## src/rtl/i2s_tx_ser_pkg.sv

```systemverilog
// Shared constants for the I2S transmit serializer: channel-length codes,
// bit-counter width and slot lengths.
package i2s_tx_ser_pkg;

    localparam logic I2S_CHL_16_BITS     = 1'b0;
    localparam logic I2S_CHL_32_BITS     = 1'b1;
    localparam int   I2S_TX_BITCNT_WIDTH = 6;

    localparam logic [I2S_TX_BITCNT_WIDTH-1:0] I2S_TX_SLOT_16 = 6'd16;
    localparam logic [I2S_TX_BITCNT_WIDTH-1:0] I2S_TX_SLOT_32 = 6'd32;

    function automatic logic [I2S_TX_BITCNT_WIDTH-1:0] slot_bits(input logic chl);
        return (chl == I2S_CHL_32_BITS) ? I2S_TX_SLOT_32 : I2S_TX_SLOT_16;
    endfunction

endpackage

```

## src/rtl/i2s_edge_det.sv

```systemverilog
// 1-bit registered copy used for edge detection; parks at the idle level
// while disabled so that enabling never produces a false edge.
module i2s_edge_det #(
    parameter logic RST_VAL = 1'b0
) (
    input  logic clk,
    input  logic rst_n,
    input  logic en,
    input  logic idle,
    input  logic d,
    output logic q
);

    always_ff @(posedge clk or negedge rst_n) begin
        if (!rst_n) begin
            q <= RST_VAL;
        end else if (!en) begin
            q <= idle;
        end else begin
            q <= d;
        end
    end

endmodule

```

## src/rtl/i2s_tx_ser.sv

```systemverilog
// Philips I2S transmit serializer: one-word holding register, left-aligned
// shift register, MSB one SCK after each ws transition.
module i2s_tx_ser
    import i2s_tx_ser_pkg::*;
#(
    parameter int DATA_WIDTH = 32
) (
    input  logic                  clk_i,
    input  logic                  rst_n_i,
    input  logic                  en_i,
    input  logic                  pol_i,
    input  logic                  chl_i,
    input  logic                  sck_i,
    input  logic                  ws_i,
    input  logic [DATA_WIDTH-1:0] dat_i,
    input  logic                  valid_i,
    output logic                  ready_o,
    output logic                  sd_o,
    output logic                  busy_o,
    output logic                  underrun_o
);

    logic                           sck_q;
    logic                           ws_q;
    logic                           tx_edge;
    logic                           ws_edge;
    logic                           push;
    logic                           hold_vld;
    logic [DATA_WIDTH-1:0]          hold_dat;
    logic [DATA_WIDTH-1:0]          shreg;
    logic [I2S_TX_BITCNT_WIDTH-1:0] bitcnt;

    function automatic logic [DATA_WIDTH-1:0] align_word(input logic [DATA_WIDTH-1:0] w,
                                                         input logic              chl);
        if (chl == I2S_CHL_16_BITS) begin
            return {w[15:0], {(DATA_WIDTH-16){1'b0}}};
        end
        return w;
    endfunction

    i2s_edge_det #(.RST_VAL(1'b0)) u_sck_det (
        .clk   (clk_i),
        .rst_n (rst_n_i),
        .en    (en_i),
        .idle  (pol_i),
        .d     (sck_i),
        .q     (sck_q)
    );

    i2s_edge_det #(.RST_VAL(1'b0)) u_ws_det (
        .clk   (clk_i),
        .rst_n (rst_n_i),
        .en    (en_i),
        .idle  (pol_i),
        .d     (ws_i),
        .q     (ws_q)
    );

    // Transmit edge is the return of sck to its idle level.
    assign tx_edge = (sck_q != pol_i) && (sck_i == pol_i);
    assign ws_edge = (ws_q != ws_i);
    // Gated by reset so the FIFO sees no acceptance while the block is held in reset.
    assign ready_o = rst_n_i & en_i & (~hold_vld | ws_edge);
    assign push    = valid_i & ready_o;

    always_ff @(posedge clk_i or negedge rst_n_i) begin
        if (!rst_n_i) begin
            hold_vld <= 1'b0;
        end else if (!en_i) begin
            hold_vld <= 1'b0;
        end else if (push) begin
            hold_vld <= 1'b1;
        end else if (ws_edge) begin
            hold_vld <= 1'b0;
        end
    end

    always_ff @(posedge clk_i) begin
        if (push) begin
            hold_dat <= dat_i;
        end
    end

    // A ws edge wins over a coincident tx edge; the MSB leaves on the next tx edge.
    always_ff @(posedge clk_i or negedge rst_n_i) begin
        if (!rst_n_i) begin
            shreg      <= '0;
            bitcnt     <= '0;
            sd_o       <= 1'b0;
            busy_o     <= 1'b0;
            underrun_o <= 1'b0;
        end else begin
            underrun_o <= 1'b0;
            if (!en_i) begin
                bitcnt <= '0;
                sd_o   <= 1'b0;
                busy_o <= 1'b0;
            end else if (ws_edge) begin
                shreg      <= hold_vld ? align_word(hold_dat, chl_i) : '0;
                underrun_o <= ~hold_vld;
                bitcnt     <= slot_bits(chl_i);
                busy_o     <= 1'b1;
                if (tx_edge) begin
                    sd_o <= 1'b0;
                end
            end else if (tx_edge) begin
                if (bitcnt != '0) begin
                    sd_o   <= shreg[DATA_WIDTH-1];
                    shreg  <= {shreg[DATA_WIDTH-2:0], 1'b0};
                    bitcnt <= bitcnt - 6'd1;
                    if (bitcnt == 6'd1) begin
                        busy_o <= 1'b0;
                    end
                end else begin
                    sd_o <= 1'b0;
                end
            end
        end
    end

endmodule

```

## config.mk

```make
export PLATFORM = sky130hd
export DESIGN_NAME = i2s_tx_ser
export DESIGN_NICKNAME = d
export VERILOG_FILES = /design/src/rtl/i2s_tx_ser_pkg.sv /design/src/rtl/i2s_edge_det.sv /design/src/rtl/i2s_tx_ser.sv
export SDC_FILE = /design/constraint.sdc
export NUM_CORES = 1
export LEC_CHECK = 0
export CAP_MARGIN = 20
export CORE_MARGIN = 4
export CORE_UTILIZATION = 49
export CTS_CLUSTER_DIAMETER = 50
export DETAILED_ROUTE_END_ITERATION = 10
export GPL_TIMING_DRIVEN = 0
export PLACE_DENSITY_LB_ADDON = 0.08
export SLEW_MARGIN = 20
export SYNTH_ARGS = -nofsm -noshare
export SYNTH_HDL_FRONTEND = slang
export SYNTH_SLANG_ARGS = --single-unit
export TNS_END_PERCENT = 5
```

## constraint.sdc

```tcl
create_clock -name clk_i -period 2.3 [get_ports clk_i]
set_input_delay 0.69 -clock clk_i [delete_from_list [all_inputs] [get_ports clk_i]]
set_output_delay 0.69 -clock clk_i [all_outputs]
set_load 0.02 [all_outputs]
```

==> results of run 1 <==
## worst max-delay path, stage by stage
cell	delay, ps
clkdlybuf4s50_1	560
and3b_2	270
a2bb2oi_2	180
buf_6	180
o21ai_4	90
buf_6	160
a221o_1	350
## kinds of logic (layout without fill, tap and decap cells)
family                     count (synthesis)  in the layout  share of synthesized area
AOI/OAI and AO/OA                         48             48                      0.139
adders and majority gates                  2              2                    0.00781
DFF                                       76             76                      0.643
and+or+nand+nor                           64             64                      0.104
xor gates and xnor gates                   3              3                     0.0105
muxes                                     18             18                     0.0562
buffers and inverters                     17             78                     0.0394
## worst max-delay path by stage
stage / endpoint / depth (start not counted)
final: shreg[25] / 7
after global routing: ready_o / 5
after CTS: ready_o / 3
after detailed placement: ready_o / 6
after global placement: ready_o / 3
after floorplan: ready_o / 4
## through the flow
stage | power [mW] | instances | util | setup slack (ps)
2_1_floorplan | 1.74 | 228 | - | 72.3
3_3_place_gp | 1.88 | 347 | 0.586 | -2030
3_5_place_dp | 1.89 | 348 | 0.590 | -1140
4_1_cts | 3.02 | 366 | 0.629 | 3.81
5_1_grt | 3.12 | 366 | 0.633 | 0.795
6_report | 2.99 | 366 | 0.633 | 53.8
## power breakdown
part	internal, mW	switching (mW)
Sequential	1.49	0.0479
Combinational	0.183	0.156
Clock	0.616	0.500
Total	2.29	0.704
## routing by layer
layer  vias to the layer above  global-route usage  part of all wire
li1                        974                   -                 -
met1                      1011               0.231              0.45
met2                        62               0.255              0.48
met3                         6              0.0624             0.059
met4                         0              0.0591             0.010
met5                         -                   0                 0
## what timing repair did
action | 4_1_cts | 5_1_grt
endpoints found under the setup margin | 33 | 8
pin swaps | 1 | 2
hold endpoints to repair | 0 | 0
resized for setup | 15 | 7
setup buffers | 2 | 0
## layout by cell type (no fill, tap or decap), types with 2 or more instances in the layout
| cell | instances |
|---|---|
| dfrtp_1 | 43 |
| clkdlybuf4s50_1 | 38 |
| edfxtp_1 | 32 |
| a221o_1 | 31 |
| nor2_1 | 24 |
| mux2i_1 | 18 |
| and2_1 | 15 |
| nand2_1 | 11 |
| buf_6 | 10 |
| clkbuf_8 | 10 |
| a21oi_1 | 5 |
| inv_1 | 3 |
| nor3_1 | 3 |
| nand3_1 | 3 |
| buf_2 | 2 |
| clkbuf_1 | 2 |
| a31o_1 | 2 |
| o21ai_0 | 2 |
| ha_1 | 2 |
| bufinv_16 | 2 |
| clkinv_4 | 2 |
| buf_4 | 2 |
## cell type report
type / count / area [um^2]
buffer: 14 / 131
clock buffer: 9 / 124
clock inverter: 7 / 98.8
fill: 508 / 2330
inverter: 3 / 11.3
multi-input combinational: 135 / 1040
sequential: 76 / 2060
tap: 77 / 96.3
timing repair buffer: 45 / 455
==> summary by stage, run 1 <==
Yosys
Synthesis instantiated 34 different standard cells from the library. Counting instances in the post-synthesis netlist gives the leading cell types as dfrtp_1, edfxtp_1, a221o_1. The share of Yosys cell area claimed by the top area cell type is 0.344.

Yosys attributes the largest share of cell area to dfrtp_1, edfxtp_1, a221o_1. The share of synthesized area occupied by flip-flops and latches is 0.643. The post-synthesis net count is 270.

The average instance in the mapped netlist occupies roughly 14 um^2. The gate count after technology mapping is 228. The number of enable-type register cells in the synthesized netlist is 32. The number of warnings issued by yosys is 0. The cell type with the largest total area after synthesis is dfrtp_1. In the synthesized netlist the async set-or-reset flop fraction comes to 0.579. The flip-flop and latch count after synthesis is 76. After synthesis the cells add up to 0.00320 mm^2. For this run, the leading register cell type out of synthesis is dfrtp_1. Among all cell types in the netlist, the one instantiated most often is dfrtp_1.

STA
The count of final setup violators is 0. The count of pins over their slew limit is 0. At the pin with the least slew margin, the transition time is 769 ps.

The maximum clock frequency is between 0.4 and 0.5 GHz. Setup repair after global routing left no endpoint under its margin. The relative slew slack is 0.487. The count of endpoints failing hold in the final timing report is 0. The worst path in the final design needs a cycle of between 2000 and 2500 ps, including I/O delays and setup. The final hold slack is 261 ps. The aggregate negative setup slack is 0 ps.

In the finished design, the share of the clock period the worst path needs comes to 0.977. Between clock sinks in the finished design, the worst skew comes to 8.57 ps.

Clock tree
The number of clock sinks is 76. The TritonCTS clock tree is built. The hold buffer count at cts is 0. The cell chosen for the clock root is clkbuf_8. The maximum root-to-sink buffer count is 2. The number of buffers inserted during clock tree synthesis is 9. The H-tree was split into 3 levels. The clock insertion delay at the later pin of the skew report is 350 ps. The clock-pin slew of the registers on the worst-case setup and hold paths is 80 ps.

Finish
The number of antenna cells inserted is 0. Once layout is done, the placed cells without fillers occupy 0.00402 mm^2. In the final layout, the registers with the most flip-flops are hold_dat: 32 flops, shreg: 32 flops, bitcnt: 6 flops. The area growth from synthesis to layout is 25.4%. The net total in the final layout is 326.

The fraction of final layout cells with drive strength greater than 1 is 0.152.

Routing
The average wire length per cell after detail routing is about 17 um. The first routing iteration left 144 violations. Using the TritonRoute via totals, the vias-per-cell ratio works out to 5.61.

Wires add up to just over 6 mm. The post-route antenna net violation count is 0. The total number of vias is 2053. In the routed design, unresolved DRC markers number 0. The first detailed-routing pass took 4 iterations.

Floorplanning
The number of I/O pins is between 40 and 50. The floorplan step defined a die boundary enclosing 0.00790 mm^2. The total area inside the core boundary comes to between 0.006 and 0.007 mm^2. The initial standard-cell utilization of the core is 0.505. The die extent in x is about 89 um. The floorplan has 29 rows.

In this run the vertical extent of the chip is 88.9 um.

Worst setup path
The worst setup path is captured at a register. The critical path required time is 2530 ps. The critical path launch point is pol_i. The class of the most critical setup path is in2reg. The startpoint of the most critical register-to-register path is u_ws_det.q. The capture point of the worst reg-to-reg path is shreg[23].

The highest net fanout along the worst path is 10. The worst path arrival time is between 2000 and 2500 ps. The slack of the worst reg-to-reg path is 430 ps. STA classifies the critical path startpoint as an input port. Measured in cells, the most critical reg-to-reg path has a length of 5.

Place
The final weighted congestion in routability-driven placement is 0.758. The count of buffers added on input and output ports is 42. The standard cell area after detailed placement is about 0.0037 mm^2.

Once detailed placement completed, the half-perimeter wirelength came to 4.08 mm.

Pwr
The reported leakage power is about 1.7 nW. Power spread over the standard cell area amounts to roughly 740 mW/mm^2. The largest vdd supply drop is 0.524 mV.

Global route
The leftover overflow at the end of global routing is 0. The number of antenna violations at the first check in global routing was 0. The number of global-route vias before repair is 2039. For this run, the total global-route usage over all layers was measured as 0.171. The first global-routing pass estimated between 9 and 10 mm of wire. Entering global routing, the biggest net connects 33 pins.

Hold path
The path category of the worst min-delay check is in2async.

Run status
The flow ran to the end, and the final reports show no timing, DRC or antenna violations.

Job
Max-cap violations in this run came to 0.
Note: power is estimated with default switching activity, not from simulation.
==> inputs of run 2 (changes only) <==
--- a/config.mk
+++ b/config.mk
@@ -6,7 +6,6 @@
 export NUM_CORES = 1
 export LEC_CHECK = 0
 export CAP_MARGIN = 20
-export CORE_MARGIN = 4
 export CORE_UTILIZATION = 49
 export CTS_CLUSTER_DIAMETER = 50
 export DETAILED_ROUTE_END_ITERATION = 10
==> run 2 against run 1 <==
Net effect:
- clock skew is 0.82 ps higher
- sequential cell count unchanged
- worst setup slack better by 20 ps
- die area down 13%
- clock-buffer cell count is 3 higher
- total power down 0.13%
- wire length is 3.1% lower
- critical endpoint is now shreg[5]
- largest power group unchanged
==> summary by stage, run 2 (same netlist as run 1, synthesis figures left out) <==
STA
For the finished layout, the period the worst path requires is 2230 ps. Of the available clock period, the critical path in the final layout requires 0.968. For this run, the top clock speed supported by timing is 0.449 GHz. Setup violations remaining at the end of the flow were counted as 0.

On the final layout, the worst clock skew is 9.40 ps. The slew of the pin with the lowest slew margin is 719 ps. Setup repair after global routing left no endpoint under its margin. The worst pin sits at a relative slew slack of 0.521. The worst-case setup margin in the final layout is ~73 ps. The count of endpoints failing hold in the final timing report is 0. The count of pins over their slew limit came to 0.

Global route
The first global-routing pass estimated 10.2 mm of wire. The largest net degree at the start of global routing is 33. The number of antenna violations at the first check in global routing is 0. The number of global-route vias before repair is 2069. The leftover overflow at the end of global routing is 0. Across every metal layer, demand over resource in global routing totals 0.192.

Finish
The largest registers in the layout are hold_dat: 32 flops, shreg: 32 flops, bitcnt: 6 flops. The final standard cell area without fillers is roughly 0.0040 mm^2. The fraction of final layout cells with drive strength greater than 1 is 0.145. From synthesis to final layout, the design area changed by 25.3%. Leaving out fill and tap cells, the most frequent cell in the layout is dfrtp_1.

The number of antenna diodes in the final layout is 0. In the layout the commonest cells are dfrtp_1, clkdlybuf4s50_1, edfxtp_1. The layout has 513 filler cells.

At the end of the flow, the number of nets in the layout was approximately 330.

Floorplanning
For this configuration, the core starts out at a cell density of 0.508. The floorplan step defined a core boundary enclosing approximately 0.0063 mm^2. The die extent in x is around 83 um.

The number of placement rows is 29. For this design the top-level I/O count stands at 44. The die covers roughly 0.007 mm^2. The vertical extent of the die is 82.9 um.

Routing
The mean number of vias per cell is 5.60. After detailed routing, the average wire length per cell comes to 16.2 um. After detailed routing, the number of remaining DRC violations is 0. The first TritonRoute pass finished after 4 iterations. In this run, the number of DRC markers left after iteration 0 of detailed routing was 175. The final layout contains routed wiring with a total length of ~6 mm.

The total number of vias is approximately 2000. Once detail routing completed, the nets flagged for antenna violations numbered 0.

Place
The final weighted congestion in routability-driven placement is 0.770. The count of port buffers added during placement is 42. The standard cell area after detailed placement is 0.00374 mm^2.

Once detailed placement completed, the half-perimeter wirelength came to 3.96 mm. The pre-CTS worst setup slack is -1120 ps.

Job
Across the run, the number of max-cap violations was 0.

Worst setup path
The highest net fanout along the worst path is 10. STA puts the critical path data required time at 2520 ps. The class of the most critical setup path is in2reg.

The type of element capturing the critical path is a register. The worst setup path is launched from an input port. Across all register-to-register paths, the minimum setup slack is 440 ps. At the worst endpoint, the arrival time is between 2000 and 2500 ps.

Clock tree
For this design, the sink count on the clock tree is between 70 and 80. TritonCTS built the clock tree. The maximum root-to-sink buffer count is 2.

The clock insertion delay at the later pin of the skew report is 340 ps. The cell chosen for the clock root is clkbuf_8. The clock-pin slew of the registers on the worst-case setup and hold paths is 80 ps. The clock tree synthesis step divided the H-tree into 3 levels. The hold buffer count at cts is 0. Counting the buffers created by CTS gives 9.

Hold path
The tightest min-delay check is of the in2async type.

Run status
The run finished with clean final reports.

Pwr
In this run the static leakage power is between 1.5 and 2 nW. The power density over the cells is about 740 mW/mm^2. The worst-case IR drop observed on VDD is 0.465 mV.
==> run 2: final timing paths <==
check,from,endpoint,depth (start not counted)
max,pol_i,shreg[5],7
min,rst_n_i,shreg[3],1
max reg2reg,u_ws_det.q,shreg[5],6
min reg2reg,hold_dat[0],shreg[0],1
max in group asynchronous,rst_n_i,shreg[30],2
min in group clk_i,hold_dat[0],shreg[0],1
==> run 2: where the power goes <==
part | leakage (nW) | switching, mW | total, mW | internal, mW
combinational | 0.714 | 0.154 | 0.333 | 0.179
sequential | 0.891 | 0.0482 | 1.54 | 1.49
clock | 0.107 | 0.477 | 1.12 | 0.640
==> run 2: routing by layer <==
| layer | global-route usage | up-vias | wire length, um |
|---|---|---|---|
| li1 | - | 975 | - |
| met1 | 0.280 | 1009 | 2840 |
| met2 | 0.277 | 62 | 2680 |
| met3 | 0.0408 | 11 | 311 |
| met4 | 0.0909 | 0 | 111 |
| met5 | 0 | - | 0 |
==> run 2: through the flow <==
stage                     TNS, ps  utilization  cells  power, mW  hold slack (ps)
after floorplan                 0            -    228       1.74              394
after global placement     -92030        0.590    347       1.88              485
after detailed placement   -25830        0.592    348       1.89              490
after CTS                       0        0.633    367       3.01              193
after global routing            0        0.636    367       3.12              210
final                           0        0.636    367       2.99              211
==> run 2: area by class of cell <==
class | instances | area, um^2 | share of cell area
multi-input cells | 135 | 1030 | 0.257
clock inverters | 4 | 72.6 | 0.0181
inverters | 3 | 11.3 | 0.00280
repair buffers | 47 | 477 | 0.119
flip-flops and latches | 76 | 2060 | 0.514
clock buffers | 12 | 145 | 0.0361
well taps | 77 | 96.3 | 0.0240
plain buffers | 13 | 118 | 0.0293
==> run 2: repair_timing <==
action,in CTS,in global routing
pin swaps,1,3
cloned,0,1
setup buffers,3,0
gates resized for setup,16,4
endpoints found under the setup margin,33,28
==> run 2: worst max-delay path, stage by stage <==
cell	delay (ps)
clkdlybuf4s50_1	550
and3b_2	260
a2bb2oi_2	180
buf_6	170
o21ai_4	90
buf_6	160
a221o_1	350
==> inputs of run 3 (changes only) <==
--- a/config.mk
+++ b/config.mk
@@ -11,7 +11,6 @@
 export DETAILED_ROUTE_END_ITERATION = 10
 export GPL_TIMING_DRIVEN = 0
 export PLACE_DENSITY_LB_ADDON = 0.08
-export SLEW_MARGIN = 20
 export SYNTH_ARGS = -nofsm -noshare
 export SYNTH_HDL_FRONTEND = slang
 export SYNTH_SLANG_ARGS = --single-unit
==> results of run 3 <==
Final layout, timing and power as in run 2 (identical DEF).
